<file path="config.mk">
export PLATFORM = sky130hd
export DESIGN_NAME = control_sequencer_flat
export DESIGN_NICKNAME = d
export VERILOG_FILES = /design/src/rtl/control_sequencer_pkg.sv /design/src/rtl/control_sequencer_if.sv /design/src/rtl/control_sequencer.sv /design/src/flat_wrapper.sv
export SDC_FILE = /design/constraint.sdc
export NUM_CORES = 1
export LEC_CHECK = 0
export CAP_MARGIN = 20
export CORE_ASPECT_RATIO = 0.9
export CORE_MARGIN = 3
export CORE_UTILIZATION = 40
export DETAILED_ROUTE_END_ITERATION = 16
export PLACE_DENSITY = 0.83
export SYNTH_ARGS = -nofsm -noshare
export SYNTH_HDL_FRONTEND = slang
export SYNTH_SLANG_ARGS = --single-unit
</file>
<file path="constraint.sdc">
create_clock -name clk -period 2.2 [get_ports clk]
set_clock_uncertainty 0.1 [all_clocks]
set_input_delay 0.22 -clock clk [delete_from_list [all_inputs] [get_ports clk]]
set_output_delay 0.22 -clock clk [all_outputs]
set_load 0.1 [all_outputs]
</file>
<file path="src/rtl/control_sequencer_pkg.sv">
// Shared definitions for the control sequencer: opcodes, FSM states and
// instruction field positions of the fixed 16-bit encoding.
package control_sequencer_pkg;

   localparam logic [3:0] OP_NOP  = 4'h0;
   localparam logic [3:0] OP_ALU  = 4'h1;
   localparam logic [3:0] OP_MOVI = 4'h2;
   localparam logic [3:0] OP_JMP  = 4'h3;
   localparam logic [3:0] OP_JZ   = 4'h4;
   localparam logic [3:0] OP_HALT = 4'hF;

   localparam int unsigned OP_MSB    = 15;
   localparam int unsigned OP_LSB    = 12;
   localparam int unsigned RD_MSB    = 11;
   localparam int unsigned RD_LSB    = 9;
   localparam int unsigned RA_MSB    = 8;
   localparam int unsigned RA_LSB    = 6;
   localparam int unsigned RB_MSB    = 5;
   localparam int unsigned RB_LSB    = 3;
   localparam int unsigned ALUOP_MSB = 2;
   localparam int unsigned ALUOP_LSB = 0;
   localparam int unsigned IMM_MSB   = 7;
   localparam int unsigned IMM_LSB   = 0;

   localparam int unsigned ZERO_FLAG_BIT = 0;

   typedef enum logic [2:0] {
      StIdle,
      StFetch,
      StExec,
      StWb,
      StHalt
   } state_e;

   function automatic logic op_is_defined(logic [3:0] op);
      return (op == OP_NOP) || (op == OP_ALU) || (op == OP_MOVI) ||
             (op == OP_JMP) || (op == OP_JZ)  || (op == OP_HALT);
   endfunction

endpackage

</file>
<file path="src/rtl/control_sequencer_if.sv">
// Instruction-memory fetch handshake between the sequencer (master) and the
// instruction memory (slave).
interface control_sequencer_if #(
   parameter int unsigned AW = 8,
   parameter int unsigned IW = 16
);
   logic          imem_req;
   logic [AW-1:0] imem_addr;
   logic          imem_valid;
   logic [IW-1:0] imem_data;

   modport master (
      output imem_req,
      output imem_addr,
      input  imem_valid,
      input  imem_data
   );

   modport slave (
      input  imem_req,
      input  imem_addr,
      output imem_valid,
      output imem_data
   );
endinterface

</file>
<file path="src/rtl/control_sequencer.sv">
// Fetch/execute control stage: fetches instruction words, decodes them and
// drives the register/ALU datapath strobes; owns pc, ir and the zero flag.
module control_sequencer
   import control_sequencer_pkg::*;
#(
   parameter int unsigned AW = 8,
   parameter int unsigned IW = 16
) (
   input  logic                 clk,
   input  logic                 rst,
   input  logic                 start,
   control_sequencer_if.master  imem,
   input  logic [7:0]           flags,
   output logic [2:0]           alu_op,
   output logic [2:0]           ri_a,
   output logic [2:0]           ri_b,
   output logic [2:0]           ri_d,
   output logic [7:0]           wd,
   output logic                 rw,
   output logic                 wen,
   output logic                 halted,
   output logic                 illegal
);

   state_e        state_q, state_d;
   logic [AW-1:0] pc_q, pc_d;
   logic [IW-1:0] ir_q, ir_d;
   logic          z_q, z_d;
   logic          illegal_q, illegal_d;

   logic [3:0]    op;
   logic [7:0]    imm8;
   logic          dec_rw, dec_wen, dec_alu, dec_halt, dec_illegal, dec_jump;
   logic [AW-1:0] pc_inc, pc_tgt;

   // Only the zero flag is consumed here.
   logic unused_flags;
   assign unused_flags = ^flags[7:1];

   always_comb begin
      op          = ir_q[OP_MSB:OP_LSB];
      imm8        = ir_q[IMM_MSB:IMM_LSB];
      dec_rw      = 1'b0;
      dec_wen     = 1'b0;
      dec_alu     = 1'b0;
      dec_halt    = 1'b0;
      dec_jump    = 1'b0;
      dec_illegal = !op_is_defined(op);
      case (op)
         OP_ALU: begin
            dec_alu = 1'b1;
            dec_rw  = 1'b1;
         end
         OP_MOVI: begin
            dec_rw  = 1'b1;
            dec_wen = 1'b1;
         end
         OP_JMP:  dec_jump = 1'b1;
         OP_JZ:   dec_jump = z_q;
         OP_HALT: dec_halt = 1'b1;
         default: ;
      endcase
   end

   assign pc_inc = pc_q + AW'(1);
   assign pc_tgt = AW'(imm8);

   // Operand fields follow ir in every state so the datapath inputs stay settled.
   assign alu_op = ir_q[ALUOP_MSB:ALUOP_LSB];
   assign ri_a   = ir_q[RA_MSB:RA_LSB];
   assign ri_b   = ir_q[RB_MSB:RB_LSB];
   assign ri_d   = ir_q[RD_MSB:RD_LSB];
   assign wd     = imm8;

   assign imem.imem_addr = pc_q;
   assign halted         = (state_q == StHalt);
   assign illegal        = illegal_q;

   always_comb begin
      state_d       = state_q;
      pc_d          = pc_q;
      ir_d          = ir_q;
      z_d           = z_q;
      illegal_d     = illegal_q;
      imem.imem_req = 1'b0;
      rw            = 1'b0;
      wen           = 1'b0;
      unique case (state_q)
         StIdle: begin
            if (start) begin
               state_d = StFetch;
               pc_d    = '0;
            end
         end
         StFetch: begin
            imem.imem_req = 1'b1;
            if (imem.imem_valid) begin
               ir_d    = imem.imem_data;
               state_d = StExec;
            end
         end
         StExec: begin
            rw  = dec_rw;
            wen = dec_wen;
            if (dec_alu) begin
               z_d = flags[ZERO_FLAG_BIT];
            end
            if (dec_illegal) begin
               illegal_d = 1'b1;
            end
            state_d = dec_halt ? StHalt : StWb;
         end
         StWb: begin
            pc_d    = dec_jump ? pc_tgt : pc_inc;
            state_d = StFetch;
         end
         StHalt: begin
            if (start) begin
               state_d   = StFetch;
               pc_d      = '0;
               illegal_d = 1'b0;
            end
         end
         default: state_d = StIdle;
      endcase
   end

   always_ff @(posedge clk) begin
      if (rst) begin
         state_q   <= StIdle;
         pc_q      <= '0;
         ir_q      <= '0;
         z_q       <= 1'b0;
         illegal_q <= 1'b0;
      end else begin
         state_q   <= state_d;
         pc_q      <= pc_d;
         ir_q      <= ir_d;
         z_q       <= z_d;
         illegal_q <= illegal_d;
      end
   end

endmodule
</file>
<file path="src/flat_wrapper.sv">
// flat-port wrapper written by rule: the top's interface ports become plain ports
module control_sequencer_flat import control_sequencer_pkg::*;
#(
   parameter int unsigned AW = 8,
   parameter int unsigned IW = 16
)
  (clk, rst, start, flags, alu_op, ri_a, ri_b, ri_d, wd, rw, wen, halted, illegal, imem_imem_req, imem_imem_addr, imem_imem_valid, imem_imem_data);
  control_sequencer_if #(.AW(AW), .IW(IW)) imem_i ();
  input  logic clk;
  input  logic rst;
  input  logic start;
  input  logic [7:0] flags;
  output logic [2:0] alu_op;
  output logic [2:0] ri_a;
  output logic [2:0] ri_b;
  output logic [2:0] ri_d;
  output logic [7:0] wd;
  output logic rw;
  output logic wen;
  output logic halted;
  output logic illegal;
  output wire logic [$bits(imem_i.imem_req)-1:0] imem_imem_req;
  output wire logic [$bits(imem_i.imem_addr)-1:0] imem_imem_addr;
  input wire logic [$bits(imem_i.imem_valid)-1:0] imem_imem_valid;
  input wire logic [$bits(imem_i.imem_data)-1:0] imem_imem_data;
  assign imem_imem_req = imem_i.imem_req;
  assign imem_imem_addr = imem_i.imem_addr;
  assign imem_i.imem_valid = imem_imem_valid;
  assign imem_i.imem_data = imem_imem_data;
  control_sequencer #(.AW(AW), .IW(IW)) u_core (.clk(clk), .rst(rst), .start(start), .imem(imem_i), .flags(flags), .alu_op(alu_op), .ri_a(ri_a), .ri_b(ri_b), .ri_d(ri_d), .wd(wd), .rw(rw), .wen(wen), .halted(halted), .illegal(illegal));
endmodule
</file>
* Yosys cells after proc, flatten, opt, wreduce, memory -nomap -nowiden
Cells that the tools add are included.
Operators by class: $add $sub $neg 1, equal/unequal tests 13, multiplexer cells 18, reductions and logical operators 16
Operators by type and width (count):
- 2-to-1 mux 8 bit | 2
- one-hot mux 8 bit (2 select lines) | 1
- one-hot mux 3 bit (4 select lines) | 1
- 2-to-1 mux 1 bit | 9
- 2-to-1 mux 3 bit | 3
- adder 8 x 1 -> 8 bit, second input constant | 1
- equality test 4 x 2 -> 1 bit, second input constant | 2
- AND reduction 2 bit | 4
- equality test 3 x 2 -> 1 bit, second input constant | 2
- inequality test 2 bit, second input constant | 3
- logical OR 1 bit | 5
- equality test 4 x 1 -> 1 bit, second input constant | 1
- equality test 4 x 3 -> 1 bit, second input constant | 1
- equality test 4 bit, second input constant | 1
- logical NOT 4 bit | 1
- one-hot mux 1 bit (2 select lines) | 2
- nonzero test 2 bit | 2
- OR reduction 2 bit | 2
- equality test 3 x 1 -> 1 bit, second input constant | 1
- equality test 3 bit, second input constant | 1
- logical NOT 3 bit | 1
- AND reduction 3 bit | 1
- inequality test 2 x 1 -> 1 bit, second input constant | 1
Word-level totals: flip-flop bits (word level) 29, input port bits 28

* Depth between registers and ports, before layout
depth in word-level cells 8, mapped depth 7

* Worst setup path before layout
Ideal clock, no wire load.
path type reg-to-output, start register u_core.state_q[1], end output port wen, arrival time 3.082 ns, required time 1.880 ns, slack -1.202 ns, stages on the path, launching flop included 5, cell sequence dfxtp_1 > buf_2 > nor3b_1 > nand2_1 > nor3b_1
On the way: longest elaborated chain between the ends 2
Ends and longest elaborated chain:
- start: declaration | RTL line control_sequencer.sv:25 | state_e state_q, state_d;
- start signal: assignment | RTL line control_sequencer.sv:130 | state_q <= StIdle;
- start signal: assignment | RTL line control_sequencer.sv:136 | state_q <= state_d;
- equality test 3 x 2 -> 1 bit | RTL line control_sequencer.sv:88 | unique case (state_q)
- 2-to-1 mux 1 bit | RTL line control_sequencer.sv:88
- end: declaration | RTL line flat_wrapper.sv:19 | output logic wen;
No other way between the ends.

* Worst setup path in the final report
Ends and elaborated chain as after synthesis.

==> impl_summary.txt <==
----------------------------------------------------
[Status]
  Outcome ... finished clean

[Floorplan]
  Horizontal extent of the die ... around 72 um
  Core Rows ... 21
  Ports placed on the boundary ... between 60 and 70
  Initial core utilization ... 42.12%
  Die height ... roughly 66 um
  Die footprint ... roughly 0.0047 mm^2
  Placeable core region ... 0.003757 mm^2

[Job]
  Maxcap violations ... 0

[Critical path]
  Type of origin of the critical path ... flip-flop
  Reg2reg end ... u_core.imem.imem_addr[4]
  Worst R2R Path Depth ... 4
  Start-to-end type of the worst setup path ... reg2out
  Stage delay of the slowest cell on the critical path ... 0.44 ns
  Launching point of the worst reg2reg path ... u_core.state_q[2]
  Worst Setup SP ... u_core.state_q[1]
  Slack of the worst reg-to-reg path ... around 0.33 ns
  Master of the slowest instance on the critical path ... dfxtp_2
  Maximum fanout encountered on the critical timing path ... 11
  Arrival time at the worst endpoint ... approximately 1.6 ns
  Setup crit end ... wen
  Type of destination of the critical path ... output pin
  Sequence of cells on the critical path ... nor3b_1, nand2_1, nor3b_2, buf_12
  Required time at the worst-slack endpoint ... approximately 1.9 ns

[Place]
  DP Wirelength ... approximately 2600 um
  Placed standard-cell area ... just under 0.002 mm^2
  Number of buffers added on ports ... 53
  Global placement routability congestion ... ~0.87
  Placed Instances ... roughly 260

[STA]
  Aggregate negative setup slack ... 0 ns
  Shortest clock period the worst path allows after layout ... 1.961 ns
  Unrepaired setup endpoints after global routing ... no
  Hold WS ... about 0.36 ns
  Slew Viols, Final ... 0
  Final setup violation count ... 0
  Highest achievable clock rate ... 0.5099 GHz
  Transition at the pin with the smallest max-transition slack ... approximately 0.8 ns
  Ratio of final minimum period to clock period ... 89.15%
  Remaining max-slew budget at the tightest pin ... between 40% and 50%
  Final Hold Viols ... 0

[Logic synthesis]
  Mapped Avg Cell Area ... 8.287 um^2
  Number of enable-type register cells in the synthesized netlist ... 0
  FFs w/ async S/R, synth ... 0%
  Total standard cell area after synthesis ... between 0.0015 and 0.002 mm^2
  Number of flip-flops and latches in the synthesized netlist ... 29
  Share of synthesized area occupied by flip-flops and latches ... a little under two fifths
  Instance count of the mapped netlist ... 191
  Yosys synthesis warning count ... 0
  Distinct cell type count of the synthesized netlist ... between 40 and 50
  Syn Nets ... 220
  Most frequently used flop master after synthesis ... dfxtp_1

[CTS]
  Number of buffers between clock root and the deepest sink ... 2
  Clk_lat worst skew ... about 0.28 ns
  TritonCTS clock tree ... built
  Clock slew seen by the registers of the worst setup and hold paths ... around 0.06 ns
  Post-CTS Setup Repair Bufs ... 0
  Cts bufs inserted ... 5
  Sinks on the clock net ... 29
  Cell at the root of the clock tree ... clkbuf_8
  Deepest level of the CTS H-tree ... 2

[Global route]
  Pin count of the biggest net entering global routing ... 22
  Wire length of the first global-routing pass ... a little under 6000 um
  Overall fraction of global-route tracks in use ... 15.73%
  Antenna violations before repair ... 0
  Vias in the first global route ... approximately 1300
  Total global routing overflow ... 0

[Route]
  Total detailed-routing wirelength ... 3560 um
  Count of vias placed by the detailed router ... between 1000 and 1500
  Via density ... roughly 5.3
  DRC violation total after the first TritonRoute iteration ... 96
  Detailed-router iteration count before antenna repair ... 4
  Number of remaining DRC errors ... 0
  Antenna-violating nets left ... 0
  Drt wl/cell ... 13.28 um

[Cells and area]
  Cell area after layout ... approximately 0.002 mm^2
  Synthesis-to-layout area growth ... 28.77%
  Number of cells in the finished layout apart from fillers ... 268
  Share of cells above drive strength 1 ... 27.03%
  Total Nets Final ... between 200 and 300
  Ant. Diodes ... 0

[Pwr]
  IR Drop Worst-Case VDD ... 0.0003569 V
  PwrDens ... 646.4 mW/mm^2
  Leakage ... 0.7922 nW

[Min path]
  Class of the tightest hold or removal check ... reg2reg

----------------------------------------------------
==> per-layer routing <==
metal / track usage (%) / wire length (um) / vias up
met5: 0 / 0 / -
li1: - / - / 706
met2: 24.43 / 1605 / 46
met1: 20.30 / 1666 / 647
met4: 6.338 / 53 / 0
met3: 4.587 / 235 / 8
==> worst max-delay path: cells and delay by family (launching register included) <==
kind,cells,cell delay (ns)
buffers and inverters,1,0.21
flip-flops,1,0.44
AND/OR/NAND/NOR,3,0.71
==> layout make-up <==
cell class                      instances  area [um^2]
Clock buffer                            7        86.33
Timing Repair Buffer                   56        520.5
Fill cell                             366         1719
Tap cell                               46        57.56
Multi-Input combinational cell        129        785.8
Sequential cell                        29        584.3
Inverter                                1        3.754
==> worst min path at each step <==
| stage | endpoint | depth (start not counted) | slack (ns) | from |
|---|---|---|---|---|
| 2_1_floorplan | u_core.ir_q[10] | 2 | 0.26 | imem_imem_data[10] |
| 3_3_place_gp | u_core.ir_q[8] | 2 | 0.34 | u_core.ir_q[8] |
| 3_5_place_dp | u_core.ir_q[9] | 2 | 0.35 | u_core.ir_q[9] |
| 4_1_cts | u_core.ir_q[9] | 2 | 0.36 | u_core.ir_q[9] |
| 5_1_grt | u_core.ir_q[10] | 2 | 0.38 | u_core.ir_q[10] |
| 6_report | u_core.ir_q[10] | 2 | 0.36 | u_core.ir_q[10] |
==> power by group <==
part	total, mW	switching (mW)	leakage [nW]	internal [mW]
Clock	0.437	0.190	0.0443	0.247
Combinational	0.310	0.212	0.511	0.0981
Sequential	0.570	0.0264	0.236	0.544
Total	1.32	0.428	0.792	0.889
==> sequential cells by signal (all words and copies together) (netlist names) <==
name	count
u_core.ir_q	16
u_core.imem.imem_addr	8
u_core.illegal	1
u_core.state_q	3
u_core.z_q	1
==> kinds of logic (layout without fill, tap and decap cells) <==
group | after synthesis | count (layout) | synth area share (%)
AND/OR/NAND/NOR | 87 | 87 | 29.33
XOR/XNOR | 2 | 2 | 1.107
buffers and inverters | 33 | 64 | 15.02
flip-flops | 29 | 29 | 36.68
multiplexers | 5 | 5 | 3.557
AO/OA/AOI/OAI | 34 | 34 | 13.52
adder cells (fa/ha/maj) | 1 | 1 | 0.7904
==> cells in the mapped netlist (all sizes together), types with 2 or more instances <==
master	count	area share, %
a32oi	6	3.3
nand4	4	1.6
nand3b	2	0.95
nor3	3	0.95
o21ai	2	0.63
nand3	8	2.5
nand2	43	10
clkbuf	6	1.7
or2	2	0.79
buf	26	13
nor3b	5	2.7
a21oi	19	6.2
or4	3	1.4
xnor2	2	1.1
o22ai	2	0.79
mux2i	3	1.9
nand2b	2	0.79
nor2	6	1.4
or3b	3	1.7
a21o	2	0.95
dfxtp	29	37
mux2	2	1.7
==> stage by stage <==
stage	utilization [%]	setup WS, ns	power, mW
2_1_floorplan	-	-0.3011	0.8292
3_3_place_gp	51.91	0.3271	0.8890
3_5_place_dp	51.91	0.3320	0.8925
4_1_cts	54.21	0.1108	1.327
5_1_grt	54.25	0.1040	1.373
6_report	54.25	0.2388	1.317
==> layout by cell type (no fill, tap or decap), types with 4 or more instances in the layout <==
master,Yosys,routed
nand2_1,42,41
buf_4,20,32
dfxtp_1,29,26
clkdlybuf4s50_1,0,20
a21oi_1,18,18
nand3_1,8,8
a32oi_1,6,6
clkbuf_8,0,6
nor2_1,6,5
nand4_1,4,4
buf_12,1,4
==> timing repair <==
| item | CTS | global route |
|---|---|---|
| endpoints found under the hold margin | 0 | 0 |
| resized for setup | 0 | 1 |
| endpoints found under the setup margin | 0 | 1 |
| hold buffers | 0 | 0 |
Power figures use the tool's default switching activity.
